[src/rtl/poly_tone_sequencer.sv]
// -----------------------------------------------------------------------------
// poly_tone_sequencer
//   Multi-channel square-wave tone sequencer. Timed notes arrive on a
//   valid/ready command port; each channel plays one active note and holds one
//   pending note so consecutive notes play gaplessly. Per-channel waves are
//   mixed (OR or XOR) into a registered speaker bit; the LED byte shows channel
//   activity plus the speaker bit on led[7].
//
// Ports
//   clk, rst_n       clock, synchronous active-low reset
//   ticks_per_milli  clk cycles per ms (0 behaves as 1)
//   pause            freezes prescaler, phase and duration counters
//   cmd_valid/ready  command handshake; out-of-range channels are dropped
//   cmd_ch           target channel
//   cmd_half_period  clk cycles per half wave, 0 = silent rest
//   cmd_dur_ms       note length in ms (0 behaves as 1)
//   ms_tick          one-cycle pulse per elapsed millisecond
//   busy             per-channel active-note flag
//   sound_ch         per-channel square wave
//   sound            registered mix of sound_ch
//   led              {sound, 0.., busy}, registered
// -----------------------------------------------------------------------------

// One tone channel: active note, 1-deep pending slot and the square wave.
module ptseq_lane #(
   parameter int HP_W  = 16,
   parameter int DUR_W = 12
) (
   input  logic             clk,
   input  logic             rst_n,
   input  logic             pause,
   input  logic             tick,
   input  logic             acc,
   input  logic [HP_W-1:0]  cmd_hp,
   input  logic [DUR_W-1:0] cmd_dur,
   output logic             busy,
   output logic             wave,
   output logic             pend_full
);
   typedef enum logic {IDLE, PLAY} state_t;

   state_t           state;
   logic [HP_W-1:0]  hp, ph, pend_hp;
   logic [DUR_W-1:0] dur, pend_dur;
   logic [DUR_W-1:0] cmd_dur_n;
   logic             note_end;

   assign cmd_dur_n = (cmd_dur == '0) ? DUR_W'(1) : cmd_dur;
   // tick is already gated by pause, so a paused note never ends
   assign note_end  = (state == PLAY) && tick && (dur == DUR_W'(1));

   always_ff @(posedge clk) begin
      if (!rst_n) begin
         state     <= IDLE;
         busy      <= 1'b0;
         wave      <= 1'b0;
         hp        <= '0;
         ph        <= '0;
         dur       <= '0;
         pend_full <= 1'b0;
         pend_hp   <= '0;
         pend_dur  <= '0;
      end else begin
         case (state)
            IDLE: begin
               if (acc) begin
                  state <= PLAY;
                  busy  <= 1'b1;
                  hp    <= cmd_hp;
                  dur   <= cmd_dur_n;
                  ph    <= '0;
                  wave  <= 1'b0;
               end
            end
            PLAY: begin
               if (note_end) begin
                  ph   <= '0;
                  wave <= 1'b0;
                  if (pend_full) begin
                     // gapless hand-over; acc cannot fire since ready was 0
                     hp        <= pend_hp;
                     dur       <= pend_dur;
                     pend_full <= 1'b0;
                  end else if (acc) begin
                     hp  <= cmd_hp;
                     dur <= cmd_dur_n;
                  end else begin
                     state <= IDLE;
                     busy  <= 1'b0;
                  end
               end else begin
                  if (tick) dur <= dur - DUR_W'(1);
                  if (acc) begin
                     pend_full <= 1'b1;
                     pend_hp   <= cmd_hp;
                     pend_dur  <= cmd_dur_n;
                  end
                  if (hp != '0 && !pause) begin
                     if (ph == hp - HP_W'(1)) begin
                        ph   <= '0;
                        wave <= ~wave;
                     end else begin
                        ph <= ph + HP_W'(1);
                     end
                  end
               end
            end
            default: state <= IDLE;
         endcase
      end
   end
endmodule

module poly_tone_sequencer #(
   parameter int NUM_CH   = 4,
   parameter int HP_W     = 16,
   parameter int DUR_W    = 12,
   parameter int MIX_MODE = 0,
   localparam int CH_W    = (NUM_CH > 1) ? $clog2(NUM_CH) : 1
) (
   input  logic              clk,
   input  logic              rst_n,
   input  logic [15:0]       ticks_per_milli,
   input  logic              pause,
   input  logic              cmd_valid,
   output logic              cmd_ready,
   input  logic [CH_W-1:0]   cmd_ch,
   input  logic [HP_W-1:0]   cmd_half_period,
   input  logic [DUR_W-1:0]  cmd_dur_ms,
   output logic              ms_tick,
   output logic [NUM_CH-1:0] busy,
   output logic [NUM_CH-1:0] sound_ch,
   output logic              sound,
   output logic [7:0]        led
);
   logic [15:0]       pre_cnt, t_last;
   logic [NUM_CH-1:0] pend_full, acc;
   logic              mix_n;
   logic [7:0]        led_n;

   // ---- millisecond prescaler ----
   assign t_last  = (ticks_per_milli == 16'd0) ? 16'd0 : ticks_per_milli - 16'd1;
   // >= rather than == so a shrinking period still wraps immediately
   assign ms_tick = !pause && (pre_cnt >= t_last);

   always_ff @(posedge clk) begin
      if (!rst_n)      pre_cnt <= '0;
      else if (!pause) pre_cnt <= ms_tick ? 16'd0 : pre_cnt + 16'd1;
   end

   // ---- command port: out-of-range channels are always ready (dropped) ----
   always_comb begin
      cmd_ready = 1'b1;
      for (int i = 0; i < NUM_CH; i++)
         if (cmd_ch == CH_W'(i)) cmd_ready = ~pend_full[i];
   end

   // ---- channels ----
   for (genvar i = 0; i < NUM_CH; i++) begin : g_lane
      assign acc[i] = cmd_valid && cmd_ready && (cmd_ch == CH_W'(i));

      ptseq_lane #(.HP_W(HP_W), .DUR_W(DUR_W)) u_lane (
         .clk       (clk),
         .rst_n     (rst_n),
         .pause     (pause),
         .tick      (ms_tick),
         .acc       (acc[i]),
         .cmd_hp    (cmd_half_period),
         .cmd_dur   (cmd_dur_ms),
         .busy      (busy[i]),
         .wave      (sound_ch[i]),
         .pend_full (pend_full[i])
      );
   end

   // ---- mixer and LEDs, one register stage ----
   always_comb begin
      mix_n = (MIX_MODE != 0) ? ^sound_ch : |sound_ch;
      led_n = '0;
      led_n[NUM_CH-1:0] = busy;
      led_n[7] = mix_n;
   end

   always_ff @(posedge clk) begin
      if (!rst_n) begin
         sound <= 1'b0;
         led   <= '0;
      end else begin
         sound <= mix_n;
         led   <= led_n;
      end
   end
endmodule

[config.mk]
export PLATFORM = sky130hd
export DESIGN_NAME = poly_tone_sequencer
export DESIGN_NICKNAME = d
export VERILOG_FILES = /design/src/rtl/poly_tone_sequencer.sv
export SDC_FILE = /design/constraint.sdc
export NUM_CORES = 1
export LEC_CHECK = 0
export ABC_AREA = 1
export CAP_MARGIN = 20
export CORE_MARGIN = 2
export CORE_UTILIZATION = 65
export CTS_BUF_LIST = sky130_fd_sc_hd__clkbuf_16
export DETAILED_ROUTE_END_ITERATION = 8
export PLACE_DENSITY = 0.85
export SETUP_SLACK_MARGIN = 0.5
export SYNTH_ARGS = -nofsm -noshare
export SYNTH_HDL_FRONTEND = slang
export SYNTH_SLANG_ARGS = --single-unit
[constraint.sdc]
create_clock -name clk -period 7.2 [get_ports clk]
set_input_delay 0.72 -clock clk [delete_from_list [all_inputs] [get_ports clk]]
set_output_delay 0.72 -clock clk [all_outputs]
set_load 0.05 [all_outputs]
==> flow_summary.toml, run 1 <==
[die]
coreArea_sq_um = 31700
rows = 65
ios = 69
chipWidth_um = 184
start_util_pct = 66.4
dieArea_sq_um = 33900
die_height_um = 184

[route]
vias_per_cell = 5.94
detail-route-antenna-nets = 0
drt_iter0_markers = 2026
first_pass_iters = 6
vias = 22196
drc = 0
wl_mm = 63.1
wl_per_cell_um = 16.9

[timing]
rsz0062_at_grt = "false"
drv_slew = 0
max_freq_mhz = 192
slew_headroom_pct = 29.5
fin_skew_ns = 0.0255
worst_pin_slew_ns = 1.06
hold_viol = 0
setup_viol_count_final = 0
fin_crit_ns = 5.21
tns_ns = 0
period_share_pct = 72.4

[status]
status = "completed"

[final_layout]
layout_common_cells = "nand2_1 (956), inv_1 (346), dfxtp_1 (325)"
layoutNonFillerInstCount = 3734
nFillCells = 2755
final_common_cell = "nand2_1"
drive_above_1_share_pct = 5.79
final_net_count = 3392
num_antenna_cells = 0
syn2layout_area_growth_pct = 7.86

[yosys]
syn_area_sq_um = 21100
synth_flop_cell = "dfxtp_1"
synthArstFlopShare_pct = 0
synth-seq-area-share_pct = 30.9
yosys_register_bits = 325
synth_warnings = 0
synth_edf_count = 0
synth_cell_types = 53
synthCells = 3339
syn_area_per_cell_sq_um = 6.31

[power_and_ir_drop]
power_leakage_nw = 9.74
max-vdd-ir-drop_mv = 0.184
pwr_density_cell_nw_per_um2 = 206

[critical_path]
start_kind = "input pin"
cp_max_fo = 6
path_class = "input pin to output port"
worstPathArrival_ns = 4.49
required_ns = 6.48
crit_path_end_kind = "output port"

[clock_tree]
cts_buffers = 37
cts_tree = "built"
postCtsResizedCells = 0
hold_buffers = 0
cts_max_level = 2
path_clk_slew_ns = 0.06
clockBufferDepth = 3
root_buffer = "clkbuf_16"
clock_latency_ns = 0.54
postCtsSetupBuffers = 0
cts_sinks = 325

[run]
maxCapViolCount = 0

[placed_design]
portBuffers = 65
dpl.cell_count = 3665
place.gp.congestion = 0.974
place.detailed.hpwl_mm = 44.8

[grt]
grt_max_degree = 107
grt_busiest_layer = "met2"
use_met2_pct = 62.4
grt_usage_pct = 36.5
antenna_found_initial = 0
grt_pass1_wl_mm = 101
grt_pass1_vias = 20434
use_met3_pct = 4.68
grtUsageMet1_pct = 46.6
grt.overflow.total = 0

[worst_hold_path]
hold_path_class = "flop to flop"
==> synthesized netlist by cell type (4+ instances only) <==
library cell  count  area share (%)
nand2_4           6            0.32
nor2_4            5            0.27
xor2_1           71             3.0
or2_2             8            0.24
nor3_1           34            0.81
a21oi_2          22            0.92
buf_6             9            0.48
nor4_1           12            0.36
dfxtp_1         325              31
a31oi_1          42             1.2
o211a_1          16            0.76
nor2_1          292             5.2
nand2_1         956              17
clkbuf_1         70             1.2
a21oi_1         236             5.6
inv_2            16            0.29
nand3b_1         11            0.39
nand3_1         272             6.5
nor3b_1           4            0.14
o21ai_1          18            0.43
nand3_2           4            0.19
nor2_2           16            0.48
ha_1             39             2.3
o21bai_1          7            0.25
buf_1             5           0.089
o22ai_1           5            0.15
o211ai_1         29             1.0
nand4_1          51             1.5
o21ai_0         241             5.7
inv_1           342             6.1
buf_2            46             1.1
xnor2_1          40             1.7
nand2_2          39             1.2
buf_4            18            0.64
==> stage by stage <==
step / instance area, sq um / util [%] / hold slack (ns) / worst slack (ns) / total power, mW
2_1_floorplan: 21100 / - / 0.420 / 3.09 / 2.59
3_3_place_gp: 21500 / 67.7 / 0.432 / 2.06 / 2.79
5_1_grt: 22700 / 71.6 / 0.483 / 1.66 / 4.87
6_report: 22700 / 71.6 / 0.454 / 1.99 / 4.68
4_1_cts: 22700 / 71.5 / 0.453 / 2.00 / 4.67
3_5_place_dp: 21500 / 67.7 / 0.443 / 1.87 / 2.81
==> worst max-delay path, stage by stage <==
cell	delay, ns
clkdlybuf4s50_1	0.42
inv_1	0.11
ha_1	0.20
nand2_1	0.09
nor3_1	0.30
inv_1	0.11
nor2_1	0.14
inv_1	0.07
nor2_1	0.19
a21oi_1	0.10
nand3b_1	0.17
ha_1	0.29
nand2_1	0.08
nor3_1	0.23
nand2_2	0.12
a21oi_2	0.29
clkdlybuf4s50_1	0.87
==> area by class of cell <==
| type | count | area [sq um] | share of cell area [%] |
|---|---|---|---|
| clock buffers | 39 | 976 | 4.30 |
| clock inverters | 29 | 225 | 0.992 |
| inverters | 364 | 1380 | 6.07 |
| multi-input cells | 2501 | 12400 | 54.5 |
| flip-flops and latches | 325 | 6510 | 28.6 |
| well taps | 402 | 503 | 2.21 |
| repair buffers | 74 | 736 | 3.24 |
==> power by group <==
group	internal, mW	leakage [nW]	total [mW]	switching [mW]
combinational	0.297	6.50	0.880	0.582
sequential	1.85	2.63	1.92	0.0689
clock	1.09	0.609	1.89	0.796
==> final timing paths <==
kind	slack (ns)	from	end	depth (start not counted)
worst min register to register	0.45	g_lane[1].u_lane.busy$_SDFFE_PN0P_	led[1]$_SDFF_PN0_	2
worst max-delay path	1.99	ticks_per_milli[0]	ms_tick	17
worst max register to register	3.49	g_lane[3].u_lane.pend_full$_SDFFE_PN0P_	g_lane[2].u_lane.pend_hp[13]$_SDFFE_PN0P_	9
worst min-delay path	0.45	g_lane[1].u_lane.busy$_SDFFE_PN0P_	led[1]$_SDFF_PN0_	2
==> registers in the layout, indices dropped and copies added (netlist names) <==
register	cells
g_lane.u_lane.hp	64
g_lane.u_lane.pend_hp	64
g_lane.u_lane.ph	64
g_lane.u_lane.dur	48
g_lane.u_lane.pend_dur	48
pre_cnt	16
g_lane.u_lane.busy	4
g_lane.u_lane.pend_full	4
g_lane.u_lane.state	4
g_lane.u_lane.wave	4
led	4
sound	1
==> routing by layer <==
metal,share of wire [%],up-vias
li1,-,10767
met1,42,10257
met2,46,996
met3,8.2,176
met4,3.7,0
met5,0,-
==> logic make-up after synthesis <==
| logic type | count (synthesis) | synth area share (%) |
|---|---|---|
| other | 1 | 0.0178 |
| AND/OR/NAND/NOR | 1721 | 35.3 |
| flip-flops | 325 | 30.9 |
| adder cells (fa/ha/maj) | 39 | 2.32 |
| multiplexers | 1 | 0.0475 |
| XOR/XNOR | 111 | 4.62 |
| buffers and inverters | 515 | 10.3 |
| AO/OA/AOI/OAI | 626 | 16.5 |
(Power assumes the default switching activity.)
==> inputs of run 2 (changes only) <==
--- a/config.mk
+++ b/config.mk
@@ -8,10 +8,10 @@
 export ABC_AREA = 1
 export CAP_MARGIN = 20
 export CORE_MARGIN = 2
-export CORE_UTILIZATION = 65
+export CORE_UTILIZATION = 63
 export CTS_BUF_LIST = sky130_fd_sc_hd__clkbuf_16
 export DETAILED_ROUTE_END_ITERATION = 8
-export PLACE_DENSITY = 0.85
+export PLACE_DENSITY = 0.83
 export SETUP_SLACK_MARGIN = 0.5
 export SYNTH_ARGS = -nofsm -noshare
 export SYNTH_HDL_FRONTEND = slang
==> constraint.sdc (replaced) <==
create_clock -name clk -period 4.9 [get_ports clk]
set_input_delay 0.49 -clock clk [delete_from_list [all_inputs] [get_ports clk]]
set_output_delay 0.49 -clock clk [all_outputs]
set_load 0.05 [all_outputs]
==> run 2 against run 1 <==
  * Design area rose by 0.83%
  * Clock power increased by 44%
  * Worst setup slack worse by 1.1 ns
  * Register-to-register slack got worse by 2.3 ns
  * Via count rose by 0.54%
  * Sequential power is 47% higher
  * Clock skew fell by 0.0087 ns
  * Wire length up 0.82%
  * Total power is 46% higher
==> flow_summary.toml, run 2 (synthesis results as in run 1) <==
[status]
status = "completed"

[final_layout]
reg_top3 = "g_lane.u_lane.hp: 64 flops, g_lane.u_lane.pend_hp: 64 flops, g_lane.u_lane.ph: 64 flops"
final_common_cell = "nand2_1"
final_cell_area_sq_um = 22900
syn2layout_area_growth_pct = 8.75
multi_input_area_sq_um = 12400
final_net_count = 3409
nFillCells = 2950
layout_common_cells = "nand2_1 (956), inv_1 (344), dfxtp_1 (325)"
drive_above_1_share_pct = 6.33
regArea_sq_um = 6510
num_antenna_cells = 0

[power_and_ir_drop]
pwr_density_cell_nw_per_um2 = 299
max-vdd-ir-drop_mv = 0.253
power_leakage_nw = 9.80

[clock_tree]
clockBufferDepth = 3
cts_tree = "built"
path_clk_slew_ns = 0.06
root_buffer = "clkbuf_16"
cts_buffers = 37
cts_max_level = 2
cts_sinks = 325
hold_buffers = 0
clock_latency_ns = 0.53

[die]
ios = 69
start_util_pct = 64.4
die_height_um = 187
coreArea_sq_um = 32700
rows = 66
dieArea_sq_um = 34900
chipWidth_um = 187

[timing]
fin_skew_ns = 0.0169
rsz0062_at_grt = "false"
fin_crit_ns = 3.98
setup_viol_count_final = 0
worst_pin_slew_ns = 1.02
max_freq_mhz = 251
hold_viol = 0
drv_slew = 0
period_share_pct = 81.2
fin_ws_ns = 0.922
slew_headroom_pct = 31.6
hold_slack_ns = 0.445
tns_ns = 0

[worst_hold_path]
hold_path_class = "flop to flop"

[placed_design]
dp_slack_ns = 0.352
portBuffers = 65
placed_cell_area_sq_um = 21700
place.detailed.hpwl_mm = 45.0
place.gp.congestion = 0.978

[critical_path]
cp.depth = 17
crit_start = "ticks_per_milli[0]"
cp_slowest_cell = "clkdlybuf4s50_1"
slowest_delay_ns = 0.42
start_kind = "input pin"
crit_chain = "clkdlybuf4s50_1 -> inv_1 -> ha_1 -> nand2_1 -> nor3_2 -> inv_1 -> nor2_1 -> inv_1 -> nor2_1 -> a21oi_1 -> nand3b_1 -> ha_1 -> nand2_1 -> nor3_1 -> nand2_2 -> a21oi_4 -> buf_4"
worstReg2RegStart = "g_lane[3].u_lane.pend_full$_SDFFE_PN0P_"
crit_end = "ms_tick"
cp_num_buf_inv = 5
required_ns = 4.41
r2r.worst_path.cells = 10
cp_max_fo = 6
r2r_end = "g_lane[1].u_lane.ph[1]$_SDFFE_PN0P_"
regToRegSetupSlack_ns = 1.23
crit_path_end_kind = "output port"
worstPathArrival_ns = 3.49
cp_common_cell = "inv_1"
path_class = "input pin to output port"
critPathTopFamily = "simple AND/OR/NAND/NOR gates"

[route]
vias = 22316
drt_iter0_markers = 1932
wl_per_cell_um = 16.8
first_pass_iters = 6
wl_mm = 63.6
vias_per_cell = 5.89
drc = 0
detail-route-antenna-nets = 0

[run]
maxCapViolCount = 0

[grt]
antenna_found_initial = 0
grt_usage_pct = 35.3
grt_pass1_wl_mm = 103
grt_pass1_vias = 20875
grt_max_degree = 95
grt.overflow.total = 0
run 2: layer usage:
metal	vias to the layer above	share of wire, %	track usage, %
li1	10807	-	-
met1	10297	40	43.9
met2	1023	47	60.0
met3	189	8.2	4.80
met4	0	4.7	17.5
met5	-	0	0
run 2: final cells by class:
| class | count | area share (%) |
|---|---|---|
| clock inverter | 29 | 1.11 |
| tap | 442 | 2.42 |
| timing repair buffer | 91 | 3.84 |
| multi-input combinational | 2501 | 54.2 |
| clock buffer | 37 | 4.04 |
| inverter | 364 | 6.03 |
| sequential | 325 | 28.4 |
run 2: power breakdown:
| part | internal [mW] | switching (mW) | leakage, nW | total [mW] |
|---|---|---|---|---|
| logic | 0.441 | 0.860 | 6.59 | 1.30 |
| registers | 2.72 | 0.0996 | 2.63 | 2.82 |
| clock network | 1.55 | 1.18 | 0.581 | 2.73 |
| total | 4.71 | 2.14 | 9.80 | 6.85 |
run 2: worst min-delay path by stage:
stage                                             from                 to  slack (ns)  cells past startpoint
global placement    g_lane[0].u_lane.busy$_SDFFE_PN0P_  led[0]$_SDFF_PN0_        0.43                      2
detailed placement  g_lane[0].u_lane.busy$_SDFFE_PN0P_  led[0]$_SDFF_PN0_        0.44                      2
finish              g_lane[0].u_lane.busy$_SDFFE_PN0P_  led[0]$_SDFF_PN0_        0.44                      2
CTS                 g_lane[0].u_lane.busy$_SDFFE_PN0P_  led[0]$_SDFF_PN0_        0.45                      2
global route        g_lane[2].u_lane.busy$_SDFFE_PN0P_  led[2]$_SDFF_PN0_        0.47                      2
floorplan           g_lane[0].u_lane.busy$_SDFFE_PN0P_  led[0]$_SDFF_PN0_        0.42                      2
run 2: per-stage QoR:
step,util (%),instances,power [mW]
floorplan,-,3341,3.80
global placement,66.4,3723,4.11
detailed placement,66.4,3723,4.14
CTS,70.0,3789,6.84
global route,70.0,3789,7.13
finish,70.0,3789,6.85
run 2: what timing repair did:
item	4_1_cts	5_1_grt
endpoints found under the setup margin	0	42
gates resized for setup	0	4
setup buffers	0	0
run 2: worst min-delay path, cell delays in order (launching register included):
cell     delay [ns]
dfxtp_1        0.31
nand2_1        0.05
inv_1          0.04
